===== config.mk =====
export PLATFORM = sky130hd
export DESIGN_NAME = fb_arbiter_flat
export DESIGN_NICKNAME = d
export VERILOG_FILES = /design/src/rtl/fb_arbiter_pkg.sv /design/src/rtl/fb_arbiter_if.sv /design/src/rtl/fb_rr2.sv /design/src/rtl/fb_arbiter.sv /design/src/flat_wrapper.sv
export SDC_FILE = /design/constraint.sdc
export NUM_CORES = 1
export LEC_CHECK = 0
export ABC_AREA = 1
export BUFFER_PORTS_ARGS = -buffer_cell sky130_fd_sc_hd__buf_2
export CORE_MARGIN = 2
export CORE_UTILIZATION = 38
export CTS_BUF_LIST = sky130_fd_sc_hd__clkbuf_4 sky130_fd_sc_hd__clkbuf_8
export DETAILED_ROUTE_END_ITERATION = 6
export HOLD_SLACK_MARGIN = 0.12
export PLACE_DENSITY_LB_ADDON = 0.2
export SLEW_MARGIN = 20
export SYNTH_ARGS = -nofsm -noshare
export SYNTH_HDL_FRONTEND = slang
export SYNTH_SLANG_ARGS = --single-unit

===== constraint.sdc =====
create_clock -name clk -period 2.2 [get_ports clk]
set_input_delay 0.22 -clock clk [delete_from_list [all_inputs] [get_ports clk]]
set_output_delay 0.22 -clock clk [all_outputs]
set_load 0.01 [all_outputs]

===== src/rtl/fb_arbiter_pkg.sv =====
// ---------------------------------------------------------------------------
// fb_arbiter_pkg
// Shared constants, swap-state encoding and the display index helper for the
// double-buffered framebuffer arbiter.
// ---------------------------------------------------------------------------
package fb_arbiter_pkg;

    localparam int DATA_W_DEF = 12;
    localparam int FB_W_DEF   = 320;
    localparam int FB_H_DEF   = 240;

    localparam int FB_IDX_W   = 17;
    localparam int FB_ADDR_W  = 18;

    // First line of vertical blanking; the flip happens at its first pixel.
    localparam logic [9:0] VBLANK_LINE = 10'd480;

    typedef enum logic [0:0] {
        SWAP_IDLE = 1'b0,
        SWAP_PEND = 1'b1
    } swap_state_e;

    // Legacy-style constants for the swap state register.
    localparam logic [0:0] ST_IDLE = 1'b0;
    localparam logic [0:0] ST_PEND = 1'b1;

    // Display coordinates are 2x the framebuffer, so both axes are halved.
    // Arithmetic is modulo 2^17; the RAM wraps any overflow.
    function automatic logic [FB_IDX_W-1:0] disp_index(
        input logic [9:0]  px,
        input logic [9:0]  py,
        input int unsigned fb_w
    );
        logic [FB_IDX_W-1:0] row_s;
        row_s = FB_IDX_W'(py[9:1]) * FB_IDX_W'(fb_w);
        return row_s + FB_IDX_W'(px[9:1]);
    endfunction

endpackage


===== src/rtl/fb_arbiter_if.sv =====
// ---------------------------------------------------------------------------
// fb_arbiter_if
// Writer handshakes and RAM port of the framebuffer arbiter.
//   master : the arbiter (grants writers, drives the RAM strobes)
//   slave  : writers and RAM model (requests, read data)
// Signals: wr0/wr1 valid/addr/data/ready, ram_en/we/addr/wdata/rdata.
// ---------------------------------------------------------------------------
interface fb_arbiter_if
    import fb_arbiter_pkg::*;
#(
    parameter int DATA_W = DATA_W_DEF
) ();

    logic                 wr0_valid;
    logic [FB_IDX_W-1:0]  wr0_addr;
    logic [DATA_W-1:0]    wr0_data;
    logic                 wr0_ready;

    logic                 wr1_valid;
    logic [FB_IDX_W-1:0]  wr1_addr;
    logic [DATA_W-1:0]    wr1_data;
    logic                 wr1_ready;

    logic                 ram_en;
    logic                 ram_we;
    logic [FB_ADDR_W-1:0] ram_addr;
    logic [DATA_W-1:0]    ram_wdata;
    logic [DATA_W-1:0]    ram_rdata;

    modport master (
        input  wr0_valid, wr0_addr, wr0_data,
        input  wr1_valid, wr1_addr, wr1_data,
        output wr0_ready, wr1_ready,
        output ram_en, ram_we, ram_addr, ram_wdata,
        input  ram_rdata
    );

    modport slave (
        output wr0_valid, wr0_addr, wr0_data,
        output wr1_valid, wr1_addr, wr1_data,
        input  wr0_ready, wr1_ready,
        input  ram_en, ram_we, ram_addr, ram_wdata,
        output ram_rdata
    );

endinterface


===== src/rtl/fb_rr2.sv =====
// ---------------------------------------------------------------------------
// fb_rr2
// Two-requester round-robin grant. Grant is combinational; the last-grant
// pointer advances only when the granted request is accepted.
// Ports: clk, reset_n, req[1:0], accept, gnt[1:0].
// ---------------------------------------------------------------------------
module fb_rr2 (
    input  logic       clk,
    input  logic       reset_n,
    input  logic [1:0] req,
    input  logic       accept,
    output logic [1:0] gnt
);

    // last_r=1 means requester 1 won last, so requester 0 has priority next.
    logic last_r;

    // Combinational grant: lone requester wins, ties go to the one not last.
    always_comb begin
        gnt = 2'b00;
        case (req)
            2'b01:   gnt = 2'b01;
            2'b10:   gnt = 2'b10;
            2'b11:   gnt = last_r ? 2'b01 : 2'b10;
            default: gnt = 2'b00;
        endcase
    end

    // Last-grant pointer; reset value makes requester 0 win first contention.
    always_ff @(posedge clk or negedge reset_n) begin
        if (!reset_n) begin
            last_r <= 1'b1;
        end else if (accept) begin
            last_r <= gnt[1];
        end else begin
            last_r <= last_r;
        end
    end

endmodule


===== src/rtl/fb_arbiter.sv =====
// ---------------------------------------------------------------------------
// fb_arbiter
// Time-slotted arbiter sharing one synchronous RAM between the display read
// path (slot 0 of each 4-clk pixel period while video_on) and two writers
// (all other slots), with front/back bank flipping at the start of vblank.
// Ports:
//   clk, reset_n          clock, async active-low reset
//   pixel_tick, video_on  timing strobe (slot 0) and visible-area flag
//   x, y                  display coordinates
//   swap_req / swap_ack   flip request / one-cycle pulse when flip happens
//   pix_data, front       registered pixel to DAC, current display bank
//   bus (master)          writer handshakes and RAM port
// Optional: define FB_ARB_STATS_EN to add starve0/starve1 saturating counters.
// ---------------------------------------------------------------------------
module fb_arbiter
    import fb_arbiter_pkg::*;
#(
    parameter int DATA_W = DATA_W_DEF,
    parameter int FB_W   = FB_W_DEF,
    parameter int FB_H   = FB_H_DEF
) (
    input  logic              clk,
    input  logic              reset_n,
    input  logic              pixel_tick,
    input  logic              video_on,
    input  logic [9:0]        x,
    input  logic [9:0]        y,
    input  logic              swap_req,
    output logic              swap_ack,
    output logic [DATA_W-1:0] pix_data,
    output logic              front,
`ifdef FB_ARB_STATS_EN
    output logic [15:0]       starve0,
    output logic [15:0]       starve1,
`endif
    fb_arbiter_if.master      bus
);

    if (FB_W * FB_H > (2 ** FB_IDX_W)) begin : g_geom_check
        $error("fb_arbiter: FB_W*FB_H exceeds the 17-bit index space");
    end

    logic                 display_slot_s;
    logic                 writer_slot_s;
    logic [1:0]           req_s;
    logic [1:0]           gnt_s;
    logic                 flip_s;
    logic                 ram_en_s;
    logic                 ram_we_s;
    logic [FB_ADDR_W-1:0] ram_addr_s;
    logic [DATA_W-1:0]    ram_wdata_s;

    logic [0:0]           state_r;
    logic                 front_r;
    logic                 cap_disp_r;
    logic                 cap_blank_r;
    logic [DATA_W-1:0]    pix_data_r;

    // Gating with reset_n keeps every strobe and grant low during reset.
    assign display_slot_s = reset_n & pixel_tick & video_on;
    assign writer_slot_s  = reset_n & ~display_slot_s;
    assign req_s          = {bus.wr1_valid, bus.wr0_valid} & {2{writer_slot_s}};

    fb_rr2 u_rr (
        .clk     (clk),
        .reset_n (reset_n),
        .req     (req_s),
        .accept  (|gnt_s),
        .gnt     (gnt_s)
    );

    assign bus.wr0_ready = gnt_s[0];
    assign bus.wr1_ready = gnt_s[1];

    // RAM port mux: display read in slot 0, otherwise the granted writer.
    always_comb begin
        ram_en_s    = 1'b0;
        ram_we_s    = 1'b0;
        ram_addr_s  = {FB_ADDR_W{1'b0}};
        ram_wdata_s = {DATA_W{1'b0}};
        if (display_slot_s) begin
            ram_en_s   = 1'b1;
            ram_addr_s = {front_r, disp_index(x, y, FB_W)};
        end else if (gnt_s[0]) begin
            ram_en_s    = 1'b1;
            ram_we_s    = 1'b1;
            ram_addr_s  = {~front_r, bus.wr0_addr};
            ram_wdata_s = bus.wr0_data;
        end else if (gnt_s[1]) begin
            ram_en_s    = 1'b1;
            ram_we_s    = 1'b1;
            ram_addr_s  = {~front_r, bus.wr1_addr};
            ram_wdata_s = bus.wr1_data;
        end else begin
            ram_en_s = 1'b0;
            ram_we_s = 1'b0;
        end
    end

    assign bus.ram_en    = ram_en_s;
    assign bus.ram_we    = ram_we_s;
    assign bus.ram_addr  = ram_addr_s;
    assign bus.ram_wdata = ram_wdata_s;

    // Flip fires on the first pixel tick of the vblank line while pending.
    assign flip_s   = (state_r == ST_PEND) && pixel_tick &&
                      (x == 10'd0) && (y == VBLANK_LINE);
    assign swap_ack = flip_s;

    // Swap FSM; a request arriving while pending is dropped.
    always_ff @(posedge clk or negedge reset_n) begin
        if (!reset_n) begin
            state_r <= ST_IDLE;
        end else begin
            case (state_r)
                ST_IDLE: state_r <= swap_req ? ST_PEND : ST_IDLE;
                ST_PEND: state_r <= flip_s ? ST_IDLE : ST_PEND;
                default: state_r <= ST_IDLE;
            endcase
        end
    end

    // Front bank toggles on the edge closing the flip cycle.
    always_ff @(posedge clk or negedge reset_n) begin
        if (!reset_n) begin
            front_r <= 1'b0;
        end else if (flip_s) begin
            front_r <= ~front_r;
        end else begin
            front_r <= front_r;
        end
    end

    assign front = front_r;

    // Remember what slot 0 did so the next cycle knows what to capture.
    always_ff @(posedge clk or negedge reset_n) begin
        if (!reset_n) begin
            cap_disp_r  <= 1'b0;
            cap_blank_r <= 1'b0;
        end else begin
            cap_disp_r  <= display_slot_s;
            cap_blank_r <= pixel_tick & ~video_on;
        end
    end

    // Pixel register: RAM data after a display read, black after blank tick.
    always_ff @(posedge clk or negedge reset_n) begin
        if (!reset_n) begin
            pix_data_r <= {DATA_W{1'b0}};
        end else if (cap_disp_r) begin
            pix_data_r <= bus.ram_rdata;
        end else if (cap_blank_r) begin
            pix_data_r <= {DATA_W{1'b0}};
        end else begin
            pix_data_r <= pix_data_r;
        end
    end

    assign pix_data = pix_data_r;

`ifdef FB_ARB_STATS_EN
    logic [15:0] starve0_r;
    logic [15:0] starve1_r;

    // Saturating counts of cycles each writer waited without a grant.
    always_ff @(posedge clk or negedge reset_n) begin
        if (!reset_n) begin
            starve0_r <= 16'h0000;
            starve1_r <= 16'h0000;
        end else begin
            if (bus.wr0_valid && !gnt_s[0] && (starve0_r != 16'hFFFF)) begin
                starve0_r <= starve0_r + 16'h0001;
            end else begin
                starve0_r <= starve0_r;
            end
            if (bus.wr1_valid && !gnt_s[1] && (starve1_r != 16'hFFFF)) begin
                starve1_r <= starve1_r + 16'h0001;
            end else begin
                starve1_r <= starve1_r;
            end
        end
    end

    assign starve0 = starve0_r;
    assign starve1 = starve1_r;
`endif

endmodule


===== src/flat_wrapper.sv =====
// flat-port wrapper written by rule: the top's interface ports become plain ports
module fb_arbiter_flat import fb_arbiter_pkg::*;
#(
    parameter int DATA_W = DATA_W_DEF,
    parameter int FB_W   = FB_W_DEF,
    parameter int FB_H   = FB_H_DEF
)
  (clk, reset_n, pixel_tick, video_on, x, y, swap_req, swap_ack, pix_data, front, bus_wr0_valid, bus_wr0_addr, bus_wr0_data, bus_wr1_valid, bus_wr1_addr, bus_wr1_data, bus_wr0_ready, bus_wr1_ready, bus_ram_en, bus_ram_we, bus_ram_addr, bus_ram_wdata, bus_ram_rdata);
  fb_arbiter_if #(.DATA_W(DATA_W)) bus_i ();
  input  logic clk;
  input  logic reset_n;
  input  logic pixel_tick;
  input  logic video_on;
  input  logic [9:0] x;
  input  logic [9:0] y;
  input  logic swap_req;
  output logic swap_ack;
  output logic [DATA_W-1:0] pix_data;
  output logic front;
  input wire logic [$bits(bus_i.wr0_valid)-1:0] bus_wr0_valid;
  input wire logic [$bits(bus_i.wr0_addr)-1:0] bus_wr0_addr;
  input wire logic [$bits(bus_i.wr0_data)-1:0] bus_wr0_data;
  input wire logic [$bits(bus_i.wr1_valid)-1:0] bus_wr1_valid;
  input wire logic [$bits(bus_i.wr1_addr)-1:0] bus_wr1_addr;
  input wire logic [$bits(bus_i.wr1_data)-1:0] bus_wr1_data;
  output wire logic [$bits(bus_i.wr0_ready)-1:0] bus_wr0_ready;
  output wire logic [$bits(bus_i.wr1_ready)-1:0] bus_wr1_ready;
  output wire logic [$bits(bus_i.ram_en)-1:0] bus_ram_en;
  output wire logic [$bits(bus_i.ram_we)-1:0] bus_ram_we;
  output wire logic [$bits(bus_i.ram_addr)-1:0] bus_ram_addr;
  output wire logic [$bits(bus_i.ram_wdata)-1:0] bus_ram_wdata;
  input wire logic [$bits(bus_i.ram_rdata)-1:0] bus_ram_rdata;
  assign bus_i.wr0_valid = bus_wr0_valid;
  assign bus_i.wr0_addr = bus_wr0_addr;
  assign bus_i.wr0_data = bus_wr0_data;
  assign bus_i.wr1_valid = bus_wr1_valid;
  assign bus_i.wr1_addr = bus_wr1_addr;
  assign bus_i.wr1_data = bus_wr1_data;
  assign bus_wr0_ready = bus_i.wr0_ready;
  assign bus_wr1_ready = bus_i.wr1_ready;
  assign bus_ram_en = bus_i.ram_en;
  assign bus_ram_we = bus_i.ram_we;
  assign bus_ram_addr = bus_i.ram_addr;
  assign bus_ram_wdata = bus_i.ram_wdata;
  assign bus_i.ram_rdata = bus_ram_rdata;
  fb_arbiter #(.DATA_W(DATA_W), .FB_W(FB_W), .FB_H(FB_H)) u_core (.clk(clk), .reset_n(reset_n), .pixel_tick(pixel_tick), .video_on(video_on), .x(x), .y(y), .swap_req(swap_req), .swap_ack(swap_ack), .pix_data(pix_data), .front(front), .bus(bus_i));
endmodule

# [Yosys cells after proc, flatten, opt, wreduce, memory -nomap -nowiden]
# Cells that the tools add are included.
[totals] regBits=17 output_inout_bits=48
[op_classes] n_addsub=1 n_mul=1 eq_ne=4 muxes=17 bitwise_logic=9 reduce_logical=6
[op_table] cell="$mux W12" count=5
[op_table] cell="$mux W18" count=3
[op_table] cell="$add A17 B9 Y17" count=1
[op_table] cell="$mul A9 B3 Y11 const B" count=1
[op_table] cell="$eq A10 B9 Y1 const B" count=1
[op_table] cell="$logic_not A10 Y1" count=1
[op_table] cell="$mux W1" count=6
[op_table] cell="$pmux W2 S3" count=1
[op_table] cell="$and A1 B1 Y1" count=4
[op_table] cell="$eq A2 B2 Y1 const B" count=2
[op_table] cell="$not A1 Y1" count=4
[op_table] cell="$logic_and A1 B1 Y1" count=3
[op_table] cell="$and A2 B2 Y2" count=1
[op_table] cell="$eq A2 B1 Y1 const B" count=1
[op_table] cell="$mux W2" count=1
[op_table] cell="$pmux W1 S2" count=1
[op_table] cell="$reduce_bool A2 Y1" count=1
[op_table] cell="$reduce_or A2 Y1" count=1

# [Depth between registers and ports, before layout]
[depth] word_depth=10 ltp_mapped=15 mapped_depth_nobuf=15

# [Cells and area by module]
# From an unflattened synthesis, not the netlist that was laid out.
[hier_totals] hier_cells=307 hier_area_um2=2014.4
[modules_own_cells] module="fb_arbiter" instances=1 cells_per_inst=298 area_per_inst_um2=1950.6 seq_area_each_um2=400.4
[modules_own_cells] module="fb_rr2" instances=1 cells_per_inst=9 area_per_inst_um2=63.8 seq_area_each_um2=26.3

# [Worst setup path after synthesis]
# No wires, ideal clock.
[synth_path] path_kind="input to output" from="input y[2]" to="output bus_ram_addr[16]" arrival_time_ps=1992 t_required_ps=1980 slack_ps=-12 stages=14 path_buffers=0 path_cell_list="ha_1 -> ha_1 -> fa_1 -> nand2_1 -> inv_1 -> nor2_2 -> nand2_2 -> nor2_4 -> nand3_2 -> nor2_1 -> nand3_1 -> nand2_1 -> nand2_1 -> nand2_1"
[synth_via] elab_chain_cells=3
[synth_rtl] item="start, declared" line="flat_wrapper.sv:15" text="input logic [9:0] y;"
[synth_rtl] item="$mul A9 B3 Y11" line="fb_arbiter_pkg.sv:35" text="row_s = FB_IDX_W'(py[9:1]) * FB_IDX_W'(fb_w);"
[synth_rtl] item="$add A17 B9 Y17" line="fb_arbiter_pkg.sv:36" text="return row_s + FB_IDX_W'(px[9:1]);"
[synth_rtl] item="$mux W18" line="fb_arbiter.sv:81" text="if (display_slot_s) begin"
[synth_rtl] item="end, declared" line="flat_wrapper.sv:30" text="output wire logic [$bits(bus_i.ram_addr)-1:0] bus_ram_addr;"
# No other way between the ends.

# [Worst setup path in the final report]
# Same ends and word-level chain as after synthesis.

==> qor.yml <==
placedCellCount: 504
numClockSinks: 17
fmax_mhz: 423
drcViolationCount: 0
synth_nets: 401
critPathLaunch: "y[2]"
drt_iter0_markers: 78
crit_chain: "buf_8 > ha_4 > ha_4 > fa_2 > nand2_2 > buf_6 > nor2_4 > nand3_2 > nor2_1 > nand3_1 > nand2_1 > nand2_1 > nand2_1 > buf_2"
ant_nets: 0
hold_path_class: "input port to flip-flop"
finalSetupViolations: 5
nNetsFinal: 561
max-vdd-ir-drop_mv: 0.193
grt_max_degree: 33
crit-reg2reg-launch: "u_core.u_rr.last_r"
setup-tns-final_ns: -0.572
grt_antenna_before_repair: 0
leakage_uw: 0.00177
power_density_mw_per_mm2: 430
die_w_um: 75.0
cts_buffers: 3
n_antenna_cell: 0
cp-end-kind: "primary output"
worst-path-max-fanout: 3
clk_path_buf_depth: 2
cpMostUsedCell: "nand2_1"
maxSlewViolCount: 0
grt_usage: 0.226
grt_pass1_vias: 2140
slew_headroom: 0.688
wirelength_um: 6640
grt-ovfl-total: 0
path_class: "input port to primary output"
clk_pin_slew_ns: 0.06
seqCellArea_um2: 427
num-fill-cells: 479
hpwl_um: 5380
syn_area_mm2: 0.00192
portBuffers: 144
gp_congestion: 0.889
whs_ns: 0.137
cp.arrival_ns: 2.14
synth_edf_count: 0
initial_utilization: 0.401
fin_crit_sh: 1.07
cts_max_level: 1
area_growth_pct: 57.7
cts_root_buf: "clkbuf_8"
grt_pass1_wl_um: 9850
fp.dieH_um: 75.0
crit_required_ns: 1.98
rsz0062_at_grt: "true"
io_pins: 145
syn_avg_cell_area_um2: 6.73
ys_seq_area_frac: 0.223
dr.pass1.iters: 4
die_area_mm2: 0.00563
yosys_warnings: 0
drive_above_1_share: 0.448
max-cap-violations: 0
viasPerCell: 4.75
ys_types: 32
utilization: 0.632
cts_tree: "built"
min_from: "video_on"
status: "finished with violations"
ys_seq_elements: 17
slowest_stage: "fa_2"
cp.buffers_inverters: 3
slowest_delay_ns: 0.54
violations: "setup timing"
cp_top_family: "adder cells"
rows: 25
synthCells: 285
fin_ws_ns: -0.163
synthArstFlopShare: 1.00
min_period_ns: 2.36
clock_latency_ns: 0.26
wl_per_cell_um: 13.0
max_slew.worst_pin.slew_ns: 0.467
clock_skew_ns: 0.00823
synth-main-ff-cell: "dfrtp_1"
hold_viol: 0
vias: 2426
finalNonFillerCells: 511
start_kind: "input port"
core_mm2: 0.00479
multi_input_area_mm2: 0.00138
cell usage in the layout (no fill, tap or decap), drive strengths merged:
master	netlist	layout
a21boi	1	1
a21oi	5	5
nand3b	3	3
xor2	3	3
nand3	28	28
a22o	15	15
inv	44	44
nand2	85	85
dfstp	1	1
ha	17	17
a21o	1	1
dlygate4sd3	0	1
o21bai	2	2
nor4	2	2
or2	2	2
o21ai	15	15
a221o	4	4
fa	2	2
dfrtp	16	16
a22oi	1	1
xnor2	3	3
clkbuf	2	4
buf	7	163
nand4	3	3
nor3	1	1
nor2	22	22
state kept, by name (all words and copies together), names as in the netlist:
| register | flops |
|---|---|
| u_core.u_rr.last_r | 1 |
| u_core.front | 1 |
| u_core.cap_disp_r | 1 |
| u_core.state_r | 1 |
| u_core.cap_blank_r | 1 |
| u_core.pix_data | 12 |
final timing paths:
path                                            to  slack, ns  cells after the start
worst max register to register  u_core.u_rr.last_r       0.91                      6
min in group asynchronous       u_core.pix_data[7]       0.37                      2
worst min register to register  u_core.u_rr.last_r       0.50                      2
worst max-delay path              bus_ram_addr[16]      -0.16                     14
worst min-delay path            u_core.cap_blank_r       0.14                      2
max in group asynchronous       u_core.u_rr.last_r       1.35                      3
logic make-up (layout without fill, tap and decap cells):
logic type | Yosys count | after routing | synth area share
AOI/OAI and AO/OA | 44 | 44 | 0.161
DFF | 17 | 17 | 0.223
and+or+nand+nor | 146 | 146 | 0.339
xor gates and xnor gates | 6 | 6 | 0.0274
buffers and inverters | 53 | 212 | 0.117
adders and majority gates | 19 | 19 | 0.132
power by group:
part / switching [uW] / internal [uW]
logic: 363 / 332
clock network: 110 / 141
registers: 13.2 / 341
total: 487 / 814
per-stage QoR:
step	setup slack [ns]	total power [uW]	cell area, um^2
finish	-0.163	1300	3020
global route	-0.289	1410	3020
CTS	-0.159	1280	2970
detailed placement	-0.304	981	2800
global placement	-0.277	971	2800
floorplan	-0.0119	711	1920
routing by layer:
layer,routed length (um),share of wire,GRT usage,up-vias
li1,-,-,-,1252
met1,2820,0.42,0.279,1065
met2,3210,0.48,0.402,94
met3,503,0.076,0.0442,15
met4,112,0.017,0.0615,0
met5,0,0,0,-
area by class of cell:
type / instances / share of cell area
sequential: 17 / 0.141
tap: 67 / 0.0277
timing repair buffer: 164 / 0.302
clock buffer: 4 / 0.0161
inverter: 44 / 0.0555
multi-input combinational: 215 / 0.457
synthesized netlist by cell type (3+ instances only):
cell type  instances  area (um^2)
a21oi_1            5         25.0
nand2_1           83          312
nor2_2             4         25.0
ha_1              17          213
xor2_1             3         26.3
dfrtp_1           16          400
buf_2              3         15.0
nand4_1            3         18.8
o21ai_0           15         75.1
xnor2_1            3         26.3
nand3_2            3         30.0
nand3b_1           3         22.5
inv_1             42          158
nor2_1            17         63.8
nand3_1           25          125
a22o_1            15          131
a221o_1            4         40.0
repair_timing:
item	in CTS	in global routing
setup endpoints to repair	6	9
setup buffers	2	0
gates cloned	0	0
hold buffers	1	0
pin swaps	9	14
gates resized for setup	19	11
hold endpoints to repair	16	0
Note: power is estimated with default switching activity, not from simulation.
